### src/rtl/microseq_next_ctrl.sv
// Next-address controller: decodes seq_op/condition into counter cmd, keeps the return stack and RUN/HALTED state.
// Define MICROSEQ_STACK_CHECK_EN to trap stack overflow/underflow into HALTED with a sticky err.
package microaddr;
  typedef enum logic [1:0] {HOLD = 2'd0, INC = 2'd1, LOAD = 2'd2} cmd;
endpackage

module microseq_next_ctrl #(
  parameter int unsigned ADDR_W = 11,
  parameter int unsigned DEPTH  = 4,
  parameter int unsigned NCOND  = 8
) (
  input  logic                         clk,
  input  logic                         reset,
  input  logic [ADDR_W-1:0]            cur_addr,
  input  logic [2:0]                   seq_op,
  input  logic [ADDR_W-1:0]            target,
  input  logic [2:0]                   cond_sel,
  input  logic                         cond_pol,
  input  logic [NCOND-1:0]             cond_flags,
  input  logic                         stall,
  output microaddr::cmd                cmd,
  output logic [ADDR_W-1:0]            load_addr,
  output logic [$clog2(DEPTH+1)-1:0]   stack_depth,
  output logic                         halted,
  output logic                         err
);
  localparam int unsigned DW = $clog2(DEPTH + 1);
  localparam int unsigned IW = (DEPTH > 1) ? $clog2(DEPTH) : 1;

  typedef enum logic {RUN, HALTED} state_t;
  typedef enum logic [2:0] {
    OP_SEQ, OP_JUMP, OP_CJMP, OP_CALL, OP_RET, OP_WAIT, OP_HALT, OP_RSVD
  } op_t;

  state_t            state, state_next;
  logic [ADDR_W-1:0] stack [DEPTH];
  logic [7:0]        flags_ext;
  logic              cond, full, empty, push, pop;
  logic [IW-1:0]     top;
  logic [ADDR_W-1:0] ret_addr;
`ifdef MICROSEQ_STACK_CHECK_EN
  logic              err_set;
`else
  logic              ovw;
`endif

  // Flags are zero-extended to 8 so cond_sel can index without width games.
  assign flags_ext = 8'(cond_flags);
  assign cond      = ((32'(cond_sel) < NCOND) ? flags_ext[cond_sel] : flags_ext[0]) ^ cond_pol;
  assign full      = (stack_depth == DW'(DEPTH));
  assign empty     = (stack_depth == '0);
  assign top       = IW'(stack_depth - 1'b1);
  assign ret_addr  = cur_addr + 1'b1;
  assign halted    = (state == HALTED);

  always_comb begin
    cmd        = microaddr::HOLD;
    load_addr  = '0;
    state_next = state;
    push       = 1'b0;
    pop        = 1'b0;
`ifdef MICROSEQ_STACK_CHECK_EN
    err_set    = 1'b0;
`else
    ovw        = 1'b0;
`endif
    if (!reset && state == RUN && !stall) begin
      unique case (op_t'(seq_op))
        OP_SEQ, OP_RSVD: cmd = microaddr::INC;
        OP_JUMP: begin
          cmd       = microaddr::LOAD;
          load_addr = target;
        end
        OP_CJMP: begin
          if (cond) begin
            cmd       = microaddr::LOAD;
            load_addr = target;
          end else begin
            cmd = microaddr::INC;
          end
        end
        OP_CALL: begin
          if (full) begin
`ifdef MICROSEQ_STACK_CHECK_EN
            err_set    = 1'b1;
            state_next = HALTED;
`else
            ovw       = 1'b1;
            cmd       = microaddr::LOAD;
            load_addr = target;
`endif
          end else begin
            push      = 1'b1;
            cmd       = microaddr::LOAD;
            load_addr = target;
          end
        end
        OP_RET: begin
          if (empty) begin
`ifdef MICROSEQ_STACK_CHECK_EN
            err_set    = 1'b1;
            state_next = HALTED;
`else
            cmd = microaddr::LOAD;
`endif
          end else begin
            pop       = 1'b1;
            cmd       = microaddr::LOAD;
            load_addr = stack[top];
          end
        end
        OP_WAIT: if (cond) cmd = microaddr::INC;
        OP_HALT: state_next = HALTED;
        default: cmd = microaddr::HOLD;
      endcase
    end
  end

  always_ff @(posedge clk) begin
    if (reset) begin
      state       <= RUN;
      stack_depth <= '0;
      for (int unsigned i = 0; i < DEPTH; i++) stack[i] <= '0;
    end else begin
      state <= state_next;
      if (push) begin
        stack[IW'(stack_depth)] <= ret_addr;
        stack_depth             <= stack_depth + 1'b1;
      end else if (pop) begin
        stack_depth <= stack_depth - 1'b1;
      end
`ifndef MICROSEQ_STACK_CHECK_EN
      if (ovw) stack[top] <= ret_addr;
`endif
    end
  end

`ifdef MICROSEQ_STACK_CHECK_EN
  always_ff @(posedge clk) begin
    if (reset)        err <= 1'b0;
    else if (err_set) err <= 1'b1;
  end
`else
  assign err = 1'b0;
`endif

endmodule

### config.mk
export PLATFORM = sky130hd
export DESIGN_NAME = microseq_next_ctrl
export DESIGN_NICKNAME = d
export VERILOG_FILES = /design/src/rtl/microseq_next_ctrl.sv
export SDC_FILE = /design/constraint.sdc
export NUM_CORES = 1
export LEC_CHECK = 0
export BUFFER_PORTS_ARGS = -buffer_cell sky130_fd_sc_hd__buf_2
export CAP_MARGIN = 20
export CORE_AREA = 2 2 74 76
export CTS_CLUSTER_DIAMETER = 40
export CTS_CLUSTER_SIZE = 30
export DETAILED_ROUTE_END_ITERATION = 6
export DIE_AREA = 0 0 76 78
export PLACE_DENSITY = 0.79
export SLEW_MARGIN = 20
export SYNTH_ARGS = -nofsm -noshare
export SYNTH_HDL_FRONTEND = slang
export SYNTH_SLANG_ARGS = --single-unit
### constraint.sdc
create_clock -name clk -period 2.8 [get_ports clk]
set_input_delay 0.28 -clock clk [delete_from_list [all_inputs] [get_ports clk]]
set_output_delay 0.28 -clock clk [all_outputs]
set_load 0.02 [all_outputs]
### Word-level counts from Yosys, hierarchy flattened

Memories as Yosys holds them, arrays and structs flattened.
Index checks and enable logic that the tools add are counted.

* add/sub/neg operators: 3
* reduce and logical (&&, ||, !) cells: 13
* magnitude comparators: 1
* bitwise gates (word level): 2
* muxes and demuxes: 35
* eq/ne operators: 8

Operators with widths (count)
* 2-to-1 mux 11 bit: 5
* one-hot mux 11 bit (3 select lines): 1
* OR reduction 11 bit: 2
* 2-to-1 mux 1 bit: 21
* == test 3 bit (second input constant): 5
* adder 11 x 1 -> 11 bit (second input constant): 1
* 2-to-1 mux 2 bit: 4
* one-hot mux 2 bit (4 select lines): 1
* == test 3 x 2 -> 1 bit (second input constant): 2
* zero test 3 bit: 2
* 2-to-1 mux 3 bit: 2
* < comparator 3 x 4 -> 1 bit (second input constant): 1
* OR reduction 2 bit: 2
* adder 3 x 1 -> 3 bit (second input constant): 1
* binary-select mux 1 bit (select 3 bit): 1
* == test 3 x 1 -> 1 bit (second input constant): 1
* OR reduction 3 bit: 1
* subtractor 3 x 1 -> 3 bit (second input constant): 1
* logical AND 1 bit: 2
* zero test 1 bit: 2
* AND reduction 2 bit: 1
* nonzero test 2 bit: 1
* inverter 1 bit: 1
* bitwise XOR 1 bit: 1

* register bits: 4
* memories: 1
* RAM bits: 44
* input bits: 40
* logic and storage cells: 65

Memory list
* stack: depth 4, bits a word 11, read ports 1, clocked after Yosys merged registers in 0, write ports 4, RTL line 36 `logic [ADDR_W-1:0] stack [DEPTH];`

### Longest topological paths before layout

Gate-level depths: netlist (run 1).

* word-level depth: 10
* mapped depth: 9

### Worst setup path after synthesis (run 1)

Ideal clock, no wire load.

* kind: register to register
* start: reg stack_depth[0]
* end: mem stack[3][0], enable pin
* setup slack: 41 ps
* data required time: 2419 ps
* library setup time: 381 ps
* buffers on the path: 3
* cell stages (with the launch flop): 9
* arrival: 2377 ps
* period minus slack after synthesis: 2759 ps
* cells stage by stage: dfxtp_1 > buf_2 > inv_1 > ha_1 > clkbuf_1 > buf_1 > nor3_1 > a31oi_1 > o21bai_1

RTL lines
* start, declared: RTL line 23 `output logic [$clog2(DEPTH+1)-1:0] stack_depth,`
* start signal, assigned: RTL line 128 `stack_depth <= stack_depth + 1'b1;`
* start signal, assigned: RTL line 130 `stack_depth <= stack_depth - 1'b1;`
* end, declared: RTL line 36

### Worst setup path in the final report (run 1)

* start: reg stack_depth[1]
* end: out load_addr[5]

* longest elaborated chain between the ends: 5

RTL lines
* subtractor 3 x 1 -> 3 bit
* memory read (4 x 11 bit)
* 2-to-1 mux 11 bit *: RTL line 99 `if (empty) begin`
* one-hot mux 11 bit (3 select lines) *: RTL line 68 `unique case (op_t'(seq_op))`
* 2-to-1 mux 11 bit *: RTL line 67 `if (!reset && state == RUN && !stall) begin`
* end, declared: RTL line 22 `output logic [ADDR_W-1:0] load_addr,`

Every way passes the cells marked *; elsewhere a longest branch is shown, timed or not.

==> results of run 1 <==
==> cells by family (layout without fill, tap and decap cells) <==
| family | after synthesis | count (layout) | share of synthesized area (%) |
|---|---|---|---|
| adders and majority gates | 4 | 4 | 1.81 |
| DFF | 48 | 48 | 50.6 |
| buffers and inverters | 29 | 85 | 5.19 |
| and+or+nand+nor | 105 | 105 | 18.0 |
| xor gates and xnor gates | 11 | 11 | 3.48 |
| muxes | 15 | 15 | 10.5 |
| other | 1 | 1 | 0.135 |
| AOI/OAI and AO/OA | 38 | 38 | 10.3 |
==> where the power goes <==
group / total (uW) / internal, uW / switching (uW)
Sequential: 812 / 805 / 7.71
Combinational: 167 / 73.1 / 94.2
Clock: 398 / 173 / 225
==> per-stage QoR <==
| stage | instance area [um2] | setup slack (ns) | power, uW | hold slack (ns) | instances |
|---|---|---|---|---|---|
| after CTS | 3190 | 0.0876 | 1380 | 0.261 | 377 |
| after detailed placement | 3110 | 0.366 | 997 | 0.533 | 369 |
| final | 3190 | 0.249 | 1380 | 0.263 | 377 |
| after floorplan | 2770 | 0.0415 | 937 | 0.466 | 251 |
| after global routing | 3190 | 0.101 | 1430 | 0.285 | 377 |
| after global placement | 3110 | 0.514 | 991 | 0.515 | 369 |
==> worst max-delay path, cell delays in order (launching register included) <==
cell,delay [ns]
dfxtp_1,0.38
inv_1,0.13
ha_2,0.56
buf_4,0.20
mux4_2,0.29
a22oi_1,0.18
o21ai_2,0.07
buf_2,0.16
==> final cells by class <==
| cell class | count | area (um2) |
|---|---|---|
| Clock buffer | 6 | 72.6 |
| Timing Repair Buffer | 65 | 348 |
| Tap cell | 70 | 87.6 |
| Sequential cell | 48 | 1400 |
| Clock inverter | 2 | 11.3 |
| Inverter | 12 | 45.0 |
| Multi-Input combinational cell | 174 | 1230 |
| Fill cell | 414 | 1850 |
==> what timing repair did <==
| action | 4_1_cts | 5_1_grt |
|---|---|---|
| hold buffers | 0 | 0 |
| resized for setup | 0 | 1 |
| setup endpoints to repair | 0 | 4 |
| endpoints found under the hold margin | 0 | 0 |
| setup buffers | 0 | 0 |
==> cell usage after synthesis (6+ instances only) <==
master / number
a22oi_1: 11
clkbuf_1: 8
edfxtp_1: 44
inv_1: 12
mux4_2: 11
nand2_1: 28
nand2b_1: 6
nand3_1: 6
nor2_1: 38
nor3_1: 7
o21ai_2: 10
xnor2_1: 9
==> sequential cells by signal (all words and copies together), names as in the netlist <==
signal and count:
stack_depth 3, stack 44, halted 1
==> metal layers <==
metal	up-vias	part of all wire, %	routed length (um)
li1	1026	-	-
met1	976	42	2390
met2	83	49	2830
met3	7	7.4	422
met4	0	1.6	91
met5	-	0	0
==> worst max-delay path by stage <==
stage / from / endpoint / slack, ns / cells after the start
2_1_floorplan: stack_depth[0]$_SDFFE_PP0P_ / stack[3][0]$_DFFE_PP_ / 0.04 / 8
3_3_place_gp: reset / stack[2][4]$_SDFFCE_PN0P_ / 0.51 / 5
3_5_place_dp: stack_depth[1]$_SDFFE_PP0P_ / stack[1][4]$_SDFFCE_PN0P_ / 0.37 / 6
4_1_cts: stack_depth[1]$_SDFFE_PP0P_ / load_addr[5] / 0.09 / 7
5_1_grt: stack_depth[1]$_SDFFE_PP0P_ / load_addr[3] / 0.10 / 7
6_report: stack_depth[1]$_SDFFE_PP0P_ / load_addr[5] / 0.25 / 7
==> reports/metrics.cfg, run 1 <==
[grt]
grt_pass1_wl_um = 9580
antenna_found_initial = 0
gr-max-usage-layer = met2
use_met3_pct = 4.65
grt_overflow_total = 0
grt_use_met1_pct = 26.6
use_met2_pct = 35.8
grt_max_degree = 19
grt_usage_pct = 20.8
grt_pass1_vias = 2018

[clocking]
cts_tree = done
clockBufferDepth = 2
clock_latency_ns = 0.30
clkTransAtPathRegs_ns = 0.09
cts_max_level = 2
cts_sinks = 48
root_buffer = clkbuf_8
cts_buffers = 5

[route]
wire_per_inst_um = 15.2
drt-total-wl_um = 5740
dr.pass1.iters = 4
drt-initial-drc-count = 129
num_vias = 2092
drcViolationCount = 0
drt-vias-per-instance = 5.55
final_antenna_net_count = 0

[synth]
synth_top_cell_by_area = edfxtp_1
synth-edff-count = 44
yosys_warnings = 0
synth_seq_area_share_pct = 50.6
synth_area_leaders = edfxtp_1 (48%), mux4_2 (8.9%), nor2_1 (5.1%), nand2_1 (3.8%), o21ai_2 (3.2%)
synth_seq_cells = 48
synth-main-ff-cell = edfxtp_1
syn_inst = 251
syn_area_per_cell_um2 = 11.0
synth_nets = 295
async_flop_share_pct = 0
synth.distinct_cells = 50
syn_area_mm2 = 0.00277
synth_top_area_share_pct = 47.7

[hold_path]
min_from = reset
hold_path_depth = 2
holdPathEnd = stack_depth[1]$_SDFFE_PP0P_
min_path_type = primary input to flip-flop

[worst_setup_path]
cp-start-kind = flip-flop
timing.rr.end = stack[1][4]$_SDFFCE_PN0P_
required_ns = 2.52
reg2regPathDepth = 6
path_class = flip-flop to output pin
crit_arrival_ns = 2.27
ff2ff_setup_slack_ns = 0.48
endpoint_kind = output pin
rr_startpoint = stack_depth[1]$_SDFFE_PP0P_
crit_fanout = 13

[timing]
final.setup_skew_ns = 0.00728
worstMarginPinSlew_ns = 0.628
fmax_mhz = 392
finalCritPeriodShare_pct = 91.1
rsz0062_at_grt = false
fin_crit_ns = 2.55
timing.final.max_slew_violations = 0
setup_viol = 0
finalHoldViolations = 0
tns_ns = 0
slew_headroom_pct = 57.0

[pwr]
ir_drop_mv = 0.272
power_density_mw_per_mm2 = 432
power_leakage_uw = 0.00125

[place]
place_congestion = 0.834
portBuffers = 56
dpl.hpwl_um = 4280

[cells_and_area]
drive_gt1_share_pct = 32.2
fin_nets = 350
diodes = 0
area_growth_syn_to_layout_pct = 15.3
fin_util_pct = 63.3
layout_commonest_cell = buf_2
final_cell_mix = buf_2 (56), edfxtp_1 (44), nor2_1 (38), nand2_1 (28), inv_1 (12)

[floorplanning]
ios = 58
die_h_um = 78
num_rows = 26
start_util_pct = 54.9
core_area_mm2 = 0.00504
die_w_um = 76
die_area_mm2 = 0.00593

[run]
cap_violations = 0

[status]
run_status = finished clean

Power figures use the tool's default switching activity.
==> run 2: changes to the inputs <==
--- a/config.mk
+++ b/config.mk
@@ -7,12 +7,14 @@
 export LEC_CHECK = 0
 export BUFFER_PORTS_ARGS = -buffer_cell sky130_fd_sc_hd__buf_2
 export CAP_MARGIN = 20
-export CORE_AREA = 2 2 74 76
+export CELL_PAD_IN_SITES_DETAIL_PLACEMENT = 1
+export CELL_PAD_IN_SITES_GLOBAL_PLACEMENT = 2
+export CORE_AREA = 2 2 92 94
 export CTS_CLUSTER_DIAMETER = 40
 export CTS_CLUSTER_SIZE = 30
 export DETAILED_ROUTE_END_ITERATION = 6
-export DIE_AREA = 0 0 76 78
-export PLACE_DENSITY = 0.79
+export DIE_AREA = 0 0 94 96
+export PLACE_DENSITY_LB_ADDON = 0.1
 export SLEW_MARGIN = 20
 export SYNTH_ARGS = -nofsm -noshare
 export SYNTH_HDL_FRONTEND = slang
==> reports/metrics.cfg, run 2 (synthesis results as in run 1) <==
[floorplanning]
die_w_um = 94
start_util_pct = 34.4
die_area_mm2 = 0.00902
core_area_mm2 = 0.00805
ios = 58
die_h_um = 96
num_rows = 33

[status]
run_status = finished clean

[clocking]
clock_latency_ns = 0.30
cts_max_level = 2
clkTransAtPathRegs_ns = 0.08
root_buffer = clkbuf_8
ctsHoldBuffers = 0
post_cts_resized = 0
cts_tree = done
clockBufferDepth = 2
post-cts-setup-buffers = 0
cts_sinks = 48
cts_buffers = 5

[route]
final_antenna_net_count = 0
drt-vias-per-instance = 5.09
num_vias = 2103
drt-initial-drc-count = 103
wire_per_inst_um = 16.3
dr.pass1.iters = 4
drcViolationCount = 0
drt-total-wl_um = 6740

[timing]
setup_viol = 0
fmax_mhz = 399
rsz0062_at_grt = false
fin_crit_ns = 2.51
final.setup_skew_ns = 0.00384
layout_setup_ws_ns = 0.291
finalHoldViolations = 0
slew_headroom_pct = 58.3
finalCritPeriodShare_pct = 89.6
hold_slack_ns = 0.284
worstMarginPinSlew_ns = 0.626
timing.final.max_slew_violations = 0
tns_ns = 0

[place]
dp_slack_ns = 0.511
place_congestion = 0.687
portBuffers = 56
dpl.hpwl_um = 5070

[cells_and_area]
fin_nets = 351
area_growth_syn_to_layout_pct = 17.0
drive_gt1_share_pct = 32.1
layout_commonest_cell = buf_2
diodes = 0
final_cell_mix = buf_2 (56), edfxtp_1 (44), nor2_1 (38), nand2_1 (28), inv_1 (12)
regMostFlops = stack
largest_reg_flops = 44

[worst_setup_path]
ff2ff_setup_slack_ns = 0.63
crit_fanout = 12
cp-start-kind = flip-flop
path_class = flip-flop to output pin
endpoint_kind = output pin
required_ns = 2.52
crit_arrival_ns = 2.23

[run]
cap_violations = 0

[grt]
grt_usage_pct = 16.1
grt_pass1_wl_um = 11000
antenna_found_initial = 0
grt_max_degree = 19
grt_overflow_total = 0
grt_pass1_vias = 2083

[pwr]
ir_drop_mv = 0.164
power_leakage_uw = 0.00126
power_density_mw_per_mm2 = 428

[hold_path]
min_path_type = primary input to flip-flop

[run 2: routing by layer]
| layer | routed length [um] | vias up | GRT usage [%] |
|---|---|---|---|
| met2 | 3000 | 55 | 25.7 |
| li1 | - | 1021 | - |
| met4 | 95 | 0 | 5.07 |
| met3 | 302 | 7 | 3.05 |
| met1 | 3340 | 1020 | 22.2 |
| met5 | 0 | - | 0 |
[run 2: worst paths after layout]
check,end,depth (start not counted),startpoint
setup / recovery,load_addr[2],7,stack_depth[1]$_SDFFE_PP0P_
hold / removal,halted$_SDFFE_PP0P_,2,reset
setup reg to reg,stack[1][4]$_SDFFCE_PN0P_,4,halted$_SDFFE_PP0P_
hold reg to reg,halted$_SDFFE_PP0P_,2,halted$_SDFFE_PP0P_
[run 2: power breakdown]
part / internal, uW / switching (uW) / leakage [uW]
Combinational: 73.9 / 101 / 0.000735
Clock: 173 / 226 / 0.0000388
Sequential: 804 / 7.35 / 0.000485
Total: 1050 / 335 / 0.00126
[run 2: cell type report]
class | count | area [um2]
timing repair buffer | 66 | 355
multi-input combinational | 174 | 1220
clock inverter | 2 | 11.3
inverter | 12 | 45.0
clock buffer | 6 | 72.6
tap | 105 | 131
fill | 942 | 4810
sequential | 48 | 1400
[run 2: critical path, cell delays in order (launching register included)]
cell     delay (ns)
dfxtp_1        0.37
inv_1          0.12
ha_1           0.40
buf_4          0.25
mux4_2         0.33
a22oi_1        0.20
o21ai_2        0.08
buf_2          0.16
[run 2: stage by stage]
stage	instance area [um2]	total power (uW)	util, %	instances
finish	3240	1390	40.3	413
global route	3240	1450	40.3	413
CTS	3240	1400	40.3	413
detailed placement	3160	1010	39.2	405
global placement	3160	1000	39.2	405
floorplan	2770	937	-	251
